[src/rtl/ofm_drain.sv]
// Column-bottom collector: requantizes finished partial sums, tags tile ends,
// and buffers results in a small FIFO drained over a valid/ready interface.
module ofm_drain #(
   parameter int unsigned OWIDTH   = 24,
   parameter int unsigned QWIDTH   = 8,
   parameter int unsigned SHIFT    = 8,
   parameter int unsigned DEPTH    = 4,
   parameter int unsigned TILE_LEN = 16
) (
   input  logic                       clk,
   input  logic                       rst_n,
   input  logic                       en_o,
   input  logic                       clr_o,
   input  logic [OWIDTH-1:0]          ofm,
   output logic                       m_valid,
   input  logic                       m_ready,
   output logic [QWIDTH-1:0]          m_data,
   output logic                       m_last,
   output logic [$clog2(DEPTH):0]     fill,
   output logic                       ovf
);

   localparam int unsigned AW = $clog2(DEPTH);
   localparam int unsigned FW = AW + 1;
   localparam int unsigned CW = (TILE_LEN > 1) ? $clog2(TILE_LEN) : 1;
   localparam int unsigned EW = QWIDTH + 1;
   localparam int unsigned TW = OWIDTH + 1;

   // Half-LSB rounding offset; zero when no shift is applied.
   localparam logic [TW-1:0]        RND  = (TW'(1) << SHIFT) >> 1;
   localparam logic signed [TW-1:0] QMAX = TW'((1 << (QWIDTH - 1)) - 1);
   localparam logic signed [TW-1:0] QMIN = ~QMAX;

   logic [EW-1:0]     mem [DEPTH];
   logic [AW-1:0]     wr_ptr, rd_ptr;
   logic [CW-1:0]     tile_cnt;

   logic              cap, pop, push, drop, full, tile_last;
   logic signed [TW-1:0] t_sum, q_shift;
   logic [QWIDTH-1:0] q_sat;
   logic [EW-1:0]     entry, head_n;
   logic [AW-1:0]     wr_ptr_n, rd_ptr_n;
   logic [FW-1:0]     fill_n;
   logic [CW-1:0]     tile_cnt_n;
   logic              ovf_n;

   // Round, arithmetic shift and saturate; one extra bit keeps the rounding add from wrapping.
   always_comb begin
      t_sum   = $signed({ofm[OWIDTH-1], ofm}) + $signed(RND);
      q_shift = t_sum >>> SHIFT;
      q_sat   = q_shift[QWIDTH-1:0];
      if (q_shift > QMAX)
         q_sat = QMAX[QWIDTH-1:0];
      else if (q_shift < QMIN)
         q_sat = QMIN[QWIDTH-1:0];
   end

   // Next-state for FIFO bookkeeping, tile counter and overflow flag.
   always_comb begin
      cap        = en_o & ~clr_o;
      pop        = m_valid & m_ready;
      full       = (fill == FW'(DEPTH));
      push       = cap & (~full | pop);
      drop       = cap & full & ~pop;
      tile_last  = (tile_cnt == CW'(TILE_LEN - 1));
      entry      = {q_sat, tile_last};

      wr_ptr_n   = wr_ptr;
      rd_ptr_n   = rd_ptr;
      fill_n     = fill;
      tile_cnt_n = tile_cnt;
      ovf_n      = ovf;

      if (push)
         wr_ptr_n = wr_ptr + AW'(1);
      if (pop)
         rd_ptr_n = rd_ptr + AW'(1);

      case ({push, pop})
         2'b10:   fill_n = fill + FW'(1);
         2'b01:   fill_n = fill - FW'(1);
         default: fill_n = fill;
      endcase

      if (clr_o)
         tile_cnt_n = '0;
      else if (cap)
         tile_cnt_n = tile_last ? '0 : tile_cnt + CW'(1);

      if (clr_o)
         ovf_n = 1'b0;
      else if (drop)
         ovf_n = 1'b1;

      // New head is the entry being written when it lands at the read slot.
      head_n = (push && (rd_ptr_n == wr_ptr)) ? entry : mem[rd_ptr_n];
   end

   always_ff @(posedge clk or negedge rst_n) begin
      if (!rst_n) begin
         wr_ptr   <= '0;
         rd_ptr   <= '0;
         fill     <= '0;
         tile_cnt <= '0;
         ovf      <= 1'b0;
         m_valid  <= 1'b0;
         m_data   <= '0;
         m_last   <= 1'b0;
      end else begin
         wr_ptr   <= wr_ptr_n;
         rd_ptr   <= rd_ptr_n;
         fill     <= fill_n;
         tile_cnt <= tile_cnt_n;
         ovf      <= ovf_n;
         m_valid  <= (fill_n != '0);
         if (fill_n != '0) begin
            m_data <= head_n[EW-1:1];
            m_last <= head_n[0];
         end
      end
   end

   // Storage array needs no reset; occupancy is tracked by the pointers.
   always_ff @(posedge clk) begin
      if (push)
         mem[wr_ptr] <= entry;
   end

endmodule
[config.mk]
export PLATFORM = sky130hd
export DESIGN_NAME = ofm_drain
export DESIGN_NICKNAME = d
export VERILOG_FILES = /design/src/rtl/ofm_drain.sv
export SDC_FILE = /design/constraint.sdc
export NUM_CORES = 1
export LEC_CHECK = 0
export BUFFER_PORTS_ARGS = -buffer_cell sky130_fd_sc_hd__buf_2
export CAP_MARGIN = 25
export CORE_ASPECT_RATIO = 0.5
export CORE_MARGIN = 2
export CORE_UTILIZATION = 60
export CTS_CLUSTER_SIZE = 30
export DETAILED_ROUTE_END_ITERATION = 10
export GPL_TIMING_DRIVEN = 0
export HOLD_SLACK_MARGIN = 0.12
export PLACE_DENSITY_LB_ADDON = 0.1
export SYNTH_ARGS = -nofsm -noshare
export SYNTH_HDL_FRONTEND = slang
export SYNTH_SLANG_ARGS = --single-unit
[constraint.sdc]
create_clock -name clk -period 5 [get_ports clk]
set_input_delay 1 -clock clk [delete_from_list [all_inputs] [get_ports clk]]
set_output_delay 1 -clock clk [all_outputs]
set_load 0.01 [all_outputs]
## After elaboration in Yosys (flattened, before gate mapping)

Memory sizes are Yosys's and may differ from the RTL's. A register that Yosys moved wholly into a read port is not among the register bits.
Cells that the tools add are included.

| storage, ports and cells | value |
|---|---|
| flip-flop bits (word level) | 13 |
| memory bits (writable) | 36 |
| bits of input ports | 29 |
| logic and storage cells | 43 |
| memories | 1 |

Memory list:

| name | depth | bits a word | read ports | clocked after memory_dff | wr ports | RTL line | source |
|---|---|---|---|---|---|---|---|
| mem | 4 | 9 | 1 | 1 | 1 | 34 | `logic [EW-1:0] mem [DEPTH];` |

| operators by class | value |
|---|---|
| add/sub/neg operators | 6 |
| magnitude comparators | 2 |
| eq/ne operators | 4 |
| multiplexer cells | 11 |
| bitwise logic cells | 9 |
| reduce and logical (&&, ||, !) cells | 4 |

Operators by type and width:

| operator | count |
|---|---|
| $add 24x9->25 const B | 1 |
| $gt 17x8->1 const B | 1 |
| $lt 17x8->1 const B | 1 |
| $mux 8 | 2 |
| $mux 4 | 3 |
| $pmux 3 s2 | 1 |
| $and 1x1->1 | 5 |
| $add 2x1->2 const B | 2 |
| $add 4x1->4 const B | 1 |
| $eq 4x4->1 const B | 1 |
| $mux 1 | 4 |
| $reduce_bool 2->1 | 2 |
| $add 3x1->3 const B | 1 |
| $eq 3x3->1 const B | 1 |
| $not 1->1 | 3 |
| $reduce_bool 3->1 | 1 |
| $sub 3x1->3 const B | 1 |
| $eq 2x1->1 const B | 1 |
| $eq 2x2->1 const B | 1 |
| $mux 2 | 1 |
| $logic_not 1->1 | 1 |
| $or 1x1->1 | 1 |

## Logic depth before layout (Yosys ltp)

Gate-level depths: netlist of run 1.

| logic depth | value |
|---|---|
| word-level depth | 7 |
| gate-level depth with buffers | 12 |
| mapped depth without buffers | 10 |

## Worst setup path after synthesis of run 1

OpenSTA, ideal clock, no wires.

| timing path | value |
|---|---|
| path type | input -> register |
| from | input en_o |
| to | register m_data[0] (read register of mem) |
| setup time | 0.082 ns |
| arrival | 3.119 ns |
| data required time | 4.918 ns |
| slack | 1.799 ns |
| cell stages on the path | 11 |
| cells stage by stage | buf_2 -> nor2b_1 -> nor2_1 -> inv_1 -> fa_1 -> a32oi_1 -> o21ai_0 -> a31oi_2 -> buf_2 -> nor2_1 -> a31oi_1 |

| on the way | value |
|---|---|
| longest elaborated chain between the ends | 5 |
| elaborated cells between the ends (all ways) | 6 |

Ends and longest elaborated chain:

| what | RTL line | source |
|---|---|---|
| start: declaration | 12 | `input logic en_o,` |
| $and 1x1->1 (*) | 60 | `cap = en_o & ~clr_o;` |
| $and 1x1->1 (*) | 63 | `push = cap & (~full \| pop);` |
| $eq 2x1->1 / $eq 2x2->1 (equally long branches) | 79 | `case ({push, pop})` |
| $pmux 3 s2 (*) | 79 |  |
| $reduce_bool 3->1 (*) | 116 | `if (fill_n != '0) begin` |
| end: declaration | 17 | `output logic [QWIDTH-1:0] m_data,` |

Mark *: on every way between the ends. The rest lies on a longest branch, timed or not.
A chain may end at the register's enable or synchronous reset.

## Final worst setup path of run 1

Same ends and word-level chain as after synthesis.

==> results of run 1 <==
==> worst paths after layout <==
kind,startpoint,to,slack [ps],cells past startpoint
worst max-delay path,en_o,m_data[0],1510,11
worst min-delay path,m_data[4],m_data[4],510,1
worst max register to register,m_valid,m_data[0],1950,10
worst min register to register,m_data[4],m_data[4],510,1
max in group asynchronous,rst_n,m_data[6],3970,1
min in group asynchronous,rst_n,fill[1],660,1
==> flip-flops by register name (all words and copies together), names as in the netlist <==
name and flops:
ovf 1, fill 3, wr_ptr 2, tile_cnt 4, mem 36, m_valid 1, rd_ptr 2, m_last 1
m_data 8
==> synthesized netlist by cell type (6+ instances only) <==
library cell,instances,share of area [%]
and2_1,6,1.1
a21oi_1,11,1.6
xor2_1,7,1.8
nor3b_1,8,1.8
mux2i_1,7,2.1
nand3_1,6,0.89
nor3_1,15,2.2
nor2_1,17,1.9
ha_1,6,2.2
nand2_1,22,2.4
edfxtp_1,36,32
o21ai_0,32,4.7
clkbuf_1,8,0.89
o221ai_1,7,1.8
xnor2_1,6,1.6
o22ai_1,8,1.5
dfrtp_1,22,16
inv_1,11,1.2
mux2_2,8,2.7
o22a_1,6,1.6
==> final cells by class <==
cell class                      instances  share of cell area (%)
Buffer                                 18                    2.41
Clock buffer                           12                    6.75
Clock inverter                          4                    1.24
Inverter                               12                    1.14
Multi-Input combinational cell        229                    40.8
Sequential cell                        58                    41.3
Tap cell                               73                    2.31
Timing Repair Buffer                   32                    4.06
==> logic make-up (layout without fill, tap and decap cells) <==
logic type	after synthesis	after routing	share of synthesized area, %
AND/OR/NAND/NOR	103	103	17.2
flip-flops	58	58	48.3
AO/OA/AOI/OAI	89	89	18.1
multiplexers	17	17	6.07
XOR/XNOR	13	13	3.37
adder cells (fa/ha/maj)	7	7	2.81
buffers and inverters	30	78	4.14
==> per-stage QoR <==
stage | util [%] | setup slack, ps
after global routing | 72.2 | 1330
after detailed placement | 66.4 | 1230
after CTS | 72.2 | 1560
final | 72.2 | 1510
after global placement | 66.4 | 1360
after floorplan | - | 1800
==> routing by layer <==
metal / track usage (%) / up-vias
li1: - / 1298
met1: 36.2 / 1324
met2: 45.6 / 129
met3: 7.31 / 12
met4: 9.82 / 0
met5: 0 / -
==> worst max-delay path, cell delays in order <==
cell and delay [ps]:
buf_2 150, nor2b_1 170, nor2_1 270, inv_1 120, fa_1 470, a32oi_1 260
o21ai_0 140, a31oi_2 570, buf_2 360, nor2_1 70, a31oi_1 150
==> cells in the final DEF (no fill, tap or decap), drive strengths merged, types with 11 or more instances in the layout <==
cell type / Yosys / routed
nand2: 22 / 22
nor2: 17 / 17
edfxtp: 36 / 36
nor3: 15 / 15
inv: 12 / 12
clkbuf: 9 / 21
buf: 9 / 41
dfrtp: 22 / 22
a21oi: 11 / 11
o21ai: 33 / 33
==> power groups by stage <==
| stage | clock, µW | combinational, µW | sequential [µW] |
|---|---|---|---|
| 2_1_floorplan | 0 | 567 | 707 |
| 3_3_place_gp | 0 | 796 | 685 |
| 3_5_place_dp | 0 | 834 | 693 |
| 4_1_cts | 630 | 842 | 686 |
| 5_1_grt | 655 | 938 | 699 |
| 6_report | 624 | 850 | 688 |
==> run summary, run 1 <==
Die Ht = 57.1 µm
Remaining Overflow, GRT = 0
number of global-route vias before repair = 2691
placed insts = 422
Leak Pwr = 0.00146 µW
num rows = 19
max layer used = met4
Multi-input gate area = 1610 µm²
RSZ-0062 raised after global routing = false
CTS Buffer Depth = 2
first-pass GRT wire length = 13000 µm
port buffer count = 32
DRC viols = 0
CP required = 5240 ps
Max IR drop VDD = 0.310 mV
# diodes = 0
Initial Util = 61.8%
syn avg cell area = 10.7 µm²
Worst Setup Path Type = in -> reg
htree depth = 3
worst skew pair latency = 320 ps
first-iteration detailed-routing DRC count = 337
max-slew violations = 0
pin count of the biggest net entering global routing = 23
syn_nets = 353
hold_ws = 511 ps
routed wl met2 = 3700 µm
Post CTS Setup Buffer Count = 0
Int Power = 1390 µW
Layout Cells excl Fill = 438
status = complete, no violations
initial antenna violation count = 0
cts bufs inserted = 9
Critical Path Start Type = input pin
actual slew at the worst max-slew pin = 631 ps
overall fraction of global-route tracks in use = 27.8%
Worst setup EP type = flip-flop
final worst path period need = 3490 ps
clk root buf = clkbuf_16
Worst-path clk slew = 50 ps
post_cts resized = 0
DP Wirelength = 5620 µm
total power = 2160 µW
clk sinks = 58
area grow syn2layout = 16.8%
switching power = 773 µW
max cap viols = 0
Synth Flop Type = edfxtp_1
# nets final = 396
routed length on met3 = 558 µm
Hold Crit Class = reg -> reg
Vias = 2763
Clk pwr share = 28.9%
total negative slack = 0 ps
final WL = 7970 µm
Final Cell Area = 3950 µm²
Flop pwr share = 31.8%
Die Wd = 110 µm
Routed Antenna Nets = 0
synth unique cells = 60
Via density = 6.31
fillcell total = 392
Setup Viol. Count Final = 0
Sequential cell area = 1630 µm²
combinational power share = 39.3%
Seq cells post-synth = 58
# hold bufs at CTS = 0
Syn Inst Count = 317
Worst EP arrival = 3730 ps
routed length per placed instance = 18.2 µm
Fmax = 0.286 GHz
Crit Path Max Fanout = 10
Cell Area, Synth = 3380 µm²
EDFF count, synth = 36
Pre-antenna DRT Iters = 7
Slew headroom = 57.7%
switching share of power = 35.7%
Synth warnings = 0
Ports = 43
Placed Area = 3630 µm²
die area = 6290 µm²
core area = 5470 µm²
met1 WL = 3580 µm
Hold Fails Final Rpt = 0
gpl congestion = 0.872
CTS tree = done
Max Clock Skew = 3.21 ps
layout cells sized above 1 = 21.9%
async set-or-reset flop fraction in the synthesized netlist = 37.9%
sequential fraction of the synthesis area = 48.3%
PD cells = 548 nW/µm²
final worst-path cycle share = 69.8%
No activity file was read; power rests on OpenSTA's default activity.
==> run 2, diff against run 1 <==
--- a/config.mk
+++ b/config.mk
@@ -9,7 +9,7 @@
 export CAP_MARGIN = 25
 export CORE_ASPECT_RATIO = 0.5
 export CORE_MARGIN = 2
-export CORE_UTILIZATION = 60
+export CORE_UTILIZATION = 58
 export CTS_CLUSTER_SIZE = 30
 export DETAILED_ROUTE_END_ITERATION = 10
 export GPL_TIMING_DRIVEN = 0
==> constraint.sdc (replaced) <==
create_clock -name clk -period 3.3 [get_ports clk]
set_input_delay 0.66 -clock clk [delete_from_list [all_inputs] [get_ports clk]]
set_output_delay 0.66 -clock clk [all_outputs]
set_load 0.01 [all_outputs]
==> run summary, run 2 (same netlist as run 1, synthesis figures left out) <==
Worst setup EP type = flip-flop
Max Clock Skew = 10.2 ps
# nets final = 396
Worst-path clk slew = 50 ps
Slowest-stage cell, CP = fa_1
commonest non-fill, non-tap cell in the layout = edfxtp_1
DRC viols = 0
first-pass GRT wire length = 12800 µm
crit-path max cell delay = 460 ps
cts bufs inserted = 9
final WL = 7920 µm
Via density = 6.34
Crit Path Max Fanout = 10
DP Wirelength = 5530 µm
worst skew pair latency = 330 ps
Setup Viol. Count Final = 0
worst reg2reg startpoint = m_valid
hold_ws = 320 ps
Initial Util = 60.8%
placed insts = 422
gpl congestion = 0.829
layout cells sized above 1 = 21.6%
max FFs per register = 36
die area = 6490 µm²
max cap viols = 0
Worst EP arrival = 3210 ps
Die Ht = 58.0 µm
critical path depth in cells = 11
Critical Path Start Type = input pin
Leak Pwr = 0.00146 µW
Layout Cells excl Fill = 438
clk root buf = clkbuf_16
first-iteration detailed-routing DRC count = 252
initial antenna violation count = 0
Vias = 2779
num rows = 19
Hold Fails Final Rpt = 0
commonest non-fill, non-tap cells in the layout = edfxtp_1 (36), buf_2 (35), o21ai_0 (32)
total power = 3320 µW
overall fraction of global-route tracks in use = 26.0%
port buffer count = 32
Die Wd = 112 µm
actual slew at the worst max-slew pin = 616 ps
Hold Crit Class = in -> async
total negative slack = 0 ps
CP top delay family = compound AO/OA/AOI/OAI gates
htree depth = 3
fin util = 71.3%
Max IR drop VDD = 0.621 mV
Slew headroom = 58.7%
Biggest register = mem
# diodes = 0
CP required = 3540 ps
reg2reg path depth = 10
core area = 5560 µm²
routed length per placed instance = 18.1 µm
Pre-antenna DRT Iters = 5
RSZ-0062 raised after global routing = false
Ports = 43
CTS tree = done
Routed Antenna Nets = 0
Worst Setup Path Type = in -> reg
biggest regs = mem x36, m_data x8, tile_cnt x4
Post CTS Setup Buffer Count = 0
Fmax = 0.337 GHz
critical-path cell list = buf_2 > nor2b_1 > nor2_1 > inv_1 > fa_1 > a32oi_1 > o21ai_0 > a31oi_4 > buf_2 > nor2_1 > a21oi_1
Remaining Overflow, GRT = 0
number of global-route vias before repair = 2643
final worst path period need = 2970 ps
pin count of the biggest net entering global routing = 23
fillcell total = 411
PD cells = 838 nW/µm²
final worst-path cycle share = 90.0%
clk sinks = 58
terminus of the critical flop-to-flop path = m_last
CTS Buffer Depth = 2
max-slew violations = 0
area grow syn2layout = 17.2%
status = complete, no violations
CP Buf/Inv Count = 3
r2r setup slk = 410 ps
[run 2: routing by layer]
layer / wire, µm / track usage (%) / up-vias
li1: - / - / 1293
met1: 3450 / 32.9 / 1332
met2: 3710 / 44.4 / 138
met3: 608 / 6.07 / 16
met4: 148 / 11.0 / 0
met5: 0 / 0 / -
[run 2: worst max path at each step]
stage,startpoint,endpoint,slack (ps)
6_report,en_o,m_last,330
5_1_grt,en_o,m_data[0],130
4_1_cts,en_o,m_last,230
3_5_place_dp,en_o,m_data[0],-90
3_3_place_gp,en_o,m_data[0],-40
2_1_floorplan,en_o,m_data[0],440
[run 2: cell type report]
cell class                 instances  area [µm²]  share of cell area (%)
buffer                            18        95.1                    2.40
clock buffer                      12         246                    6.22
clock inverter                     4        76.3                    1.93
inverter                          12        45.0                    1.14
multi-input combinational        229        1620                    40.8
sequential                        58        1630                    41.2
tap                               73        91.3                    2.30
timing repair buffer              32         160                    4.04
[run 2: report_power, final]
group          leakage, µW  switching, µW  internal [µW]
sequential        0.000587            101            942
clock             0.000153            311            682
combinational     0.000724            759            527
total              0.00146           1170           2150
[run 2: what timing repair did]
| item | 4_1_cts | 5_1_grt |
|---|---|---|
| endpoints found under the hold margin | 0 | 0 |
| hold buffers | 0 | 0 |
| resized for setup | 0 | 1 |
| setup endpoints to repair | 0 | 2 |
[run 2: through the flow]
step / worst slack [ps] / instance area (µm²)
6_report: 329 / 3960
5_1_grt: 131 / 3960
4_1_cts: 231 / 3960
3_5_place_dp: -87.5 / 3630
3_3_place_gp: -40.4 / 3630
2_1_floorplan: 439 / 3380
==> run 3, diff against run 2 <==
--- a/config.mk
+++ b/config.mk
@@ -5,11 +5,12 @@
 export SDC_FILE = /design/constraint.sdc
 export NUM_CORES = 1
 export LEC_CHECK = 0
+export ABC_AREA = 1
 export BUFFER_PORTS_ARGS = -buffer_cell sky130_fd_sc_hd__buf_2
 export CAP_MARGIN = 25
 export CORE_ASPECT_RATIO = 0.5
-export CORE_MARGIN = 2
-export CORE_UTILIZATION = 58
+export CORE_MARGIN = 5
+export CORE_UTILIZATION = 57
 export CTS_CLUSTER_SIZE = 30
 export DETAILED_ROUTE_END_ITERATION = 10
 export GPL_TIMING_DRIVEN = 0
==> run summary, run 3 <==
Initial Util = 57.8%
Critical path origin = en_o
overall fraction of global-route tracks in use = 21.6%
max-slew violations = 0
most numerous cell in the Yosys netlist = nand2_1
Slew headroom = 38.5%
Flop pwr share = 34.1%
Via density = 5.23
PD cells = 840 nW/µm²
Leak Pwr = 0.00159 µW
worst skew pair latency = 330 ps
switching share of power = 39.0%
Max IR drop VDD = 0.591 mV
async set-or-reset flop fraction in the synthesized netlist = 37.9%
commonest non-fill, non-tap cell in the layout = nand2_1
CTS Buffer Depth = 2
Max Clock Skew = 7.56 ps
htree depth = 3
most instantiated cells after synthesis = nand2_1 (87), nor2_1 (56), edfxtp_1 (36)
Fmax = 0.427 GHz
pin count of the biggest net entering global routing = 23
syn avg cell area = 8.75 µm²
layout cells sized above 1 = 19.2%
syn_nets = 391
Synth Flop Type = edfxtp_1
max FFs per register = 36
Critical Path Start Type = input pin
EDFF count, synth = 36
synth unique cells = 32
core area = 5370 µm²
Synth area leader = edfxtp_1
met1 Use GR = 27.4%
Final WS setup = 960 ps
Worst-path clk slew = 70 ps
Pre-antenna DRT Iters = 4
clk root buf = clkbuf_8
Ports = 43
final WL = 7000 µm
Setup Viol. Count Final = 0
sequential fraction of the synthesis area = 52.5%
Int Power = 1840 µW
# diodes = 0
fin util = 66.9%
Synth warnings = 0
CTS tree = done
die area = 7120 µm²
gpl congestion = 0.869
number of global-route vias before repair = 2499
final worst-path cycle share = 70.9%
r2r setup slk = 1040 ps
clk sinks = 58
Vias = 2503
worst reg2reg startpoint = m_valid
max cap viols = 0
Syn Inst Count = 355
Post CTS Setup Buffer Count = 0
Seq cells post-synth = 58
met2 Track Usage GR = 36.5%
DP Wirelength = 5180 µm
Clk pwr share = 23.5%
share of the synthesized area in the top cell type = 34.8%
busiest grt layer = met2
num rows = 19
combinational power share = 42.4%
switching power = 1180 µW
status = complete, no violations
Worst EP arrival = 2540 ps
RSZ-0062 raised after global routing = false
commonest non-fill, non-tap cells in the layout = nand2_1 (87), nor2_1 (56), buf_2 (37)
cts bufs inserted = 9
Die Wd = 114 µm
initial antenna violation count = 0
Die Ht = 62.2 µm
DRC viols = 0
Biggest register = mem
Hold Fails Final Rpt = 0
Worst setup EP type = flip-flop
biggest regs = mem x36, m_data x8, tile_cnt x4
Crit Path Max Fanout = 10
Remaining Overflow, GRT = 0
area grow syn2layout = 15.6%
final worst path period need = 2340 ps
Hold Crit Class = in -> async
# hold bufs at CTS = 0
Cell Area, Synth = 3110 µm²
Routed Antenna Nets = 0
post-place setup slack = 683 ps
reg2reg path depth = 13
Worst Setup Path Type = in -> reg
port buffer count = 35
total negative slack = 0 ps
terminus of the critical flop-to-flop path = m_data[7]
first-iteration detailed-routing DRC count = 175
top post-synthesis cells by area = edfxtp_1 (35%), dfrtp_1 (18%), nand2_1 (11%), nor2_1 (6.8%), o21ai_0 (4.0%)
actual slew at the worst max-slew pin = 919 ps
first-pass GRT wire length = 12100 µm
# nets final = 437
CP required = 3500 ps
crit path to = m_data[7]
routed length per placed instance = 14.6 µm
met3 Use GR = 6.11%
post_cts resized = 0
==> run 3: changes by cell type in the layout (fill, tap and decap cells not counted), sizes merged, moves of 7 or more <==
cell / before / now
a21oi: 11 / 1
clkbuf: 21 / 12
inv: 12 / 36
mux2: 8 / 0
mux2i: 7 / 0
nand2: 22 / 95
nand3: 8 / 21
nor2: 17 / 62
nor3: 15 / 3
nor3b: 8 / 0
o221ai: 7 / 0
==> run 3: layout make-up <==
type                            instances  area (µm²)
Tap cell                               73        91.3
Clock inverter                          5        77.6
Fill cell                             459        1780
Multi-Input combinational cell        252        1270
Clock buffer                           11         141
Sequential cell                        58        1630
Timing Repair Buffer                   35         175
Inverter                               38         144
Buffer                                  7        58.8
==> run 3: cells by family after synthesis <==
logic type | share of synthesized area, %
XOR/XNOR | 3.66
adder cells (fa/ha/maj) | 3.06
AO/OA/AOI/OAI | 7.57
flip-flops | 52.5
buffers and inverters | 6.52
AND/OR/NAND/NOR | 26.7
==> run 3: worst min path at each step <==
stage	endpoint	start	cells past startpoint
floorplan	fill[0]	rst_n	0
global placement	m_data[4]	m_data[4]	2
detailed placement	m_data[5]	m_data[5]	2
CTS	m_data[1]	rst_n	1
global route	m_data[0]	rst_n	1
finish	m_data[0]	rst_n	1
==> run 3: worst max-delay path: stages <==
cell and delay [ps]:
buf_2 120, inv_2 70, nor2_4 50, nor2_1 200, inv_2 80, fa_1 360
inv_1 100, nand2_1 70, o211ai_1 90, nand2_1 120, nand3_2 130, clkinv_2 150
buf_8 170, nand2_1 80, o21ai_1 90
==> run 3: per-stage QoR <==
stage	hold WS, ps	cell area, µm²	total power (µW)	instances
detailed placement	464	3370	2310	463
CTS	310	3590	3030	479
finish	309	3590	3020	479
global placement	462	3370	2270	463
global route	333	3590	3260	479
floorplan	364	3110	1920	355
==> run 3: per-layer routing <==
layer | share of wire (%) | wire length (µm) | up-vias
li1 | - | - | 1258
met1 | 44 | 3080 | 1167
met2 | 49 | 3410 | 71
met3 | 6.6 | 465 | 7
met4 | 0.73 | 51 | 0
met5 | 0 | 0 | -
==> run 3: power by group through the flow <==
stage | registers [µW] | logic [µW] | clock network, µW
2_1_floorplan | 1070 | 849 | 0
3_3_place_gp | 1030 | 1240 | 0
3_5_place_dp | 1040 | 1270 | 0
4_1_cts | 1030 | 1280 | 716
5_1_grt | 1050 | 1450 | 756
6_report | 1030 | 1280 | 711
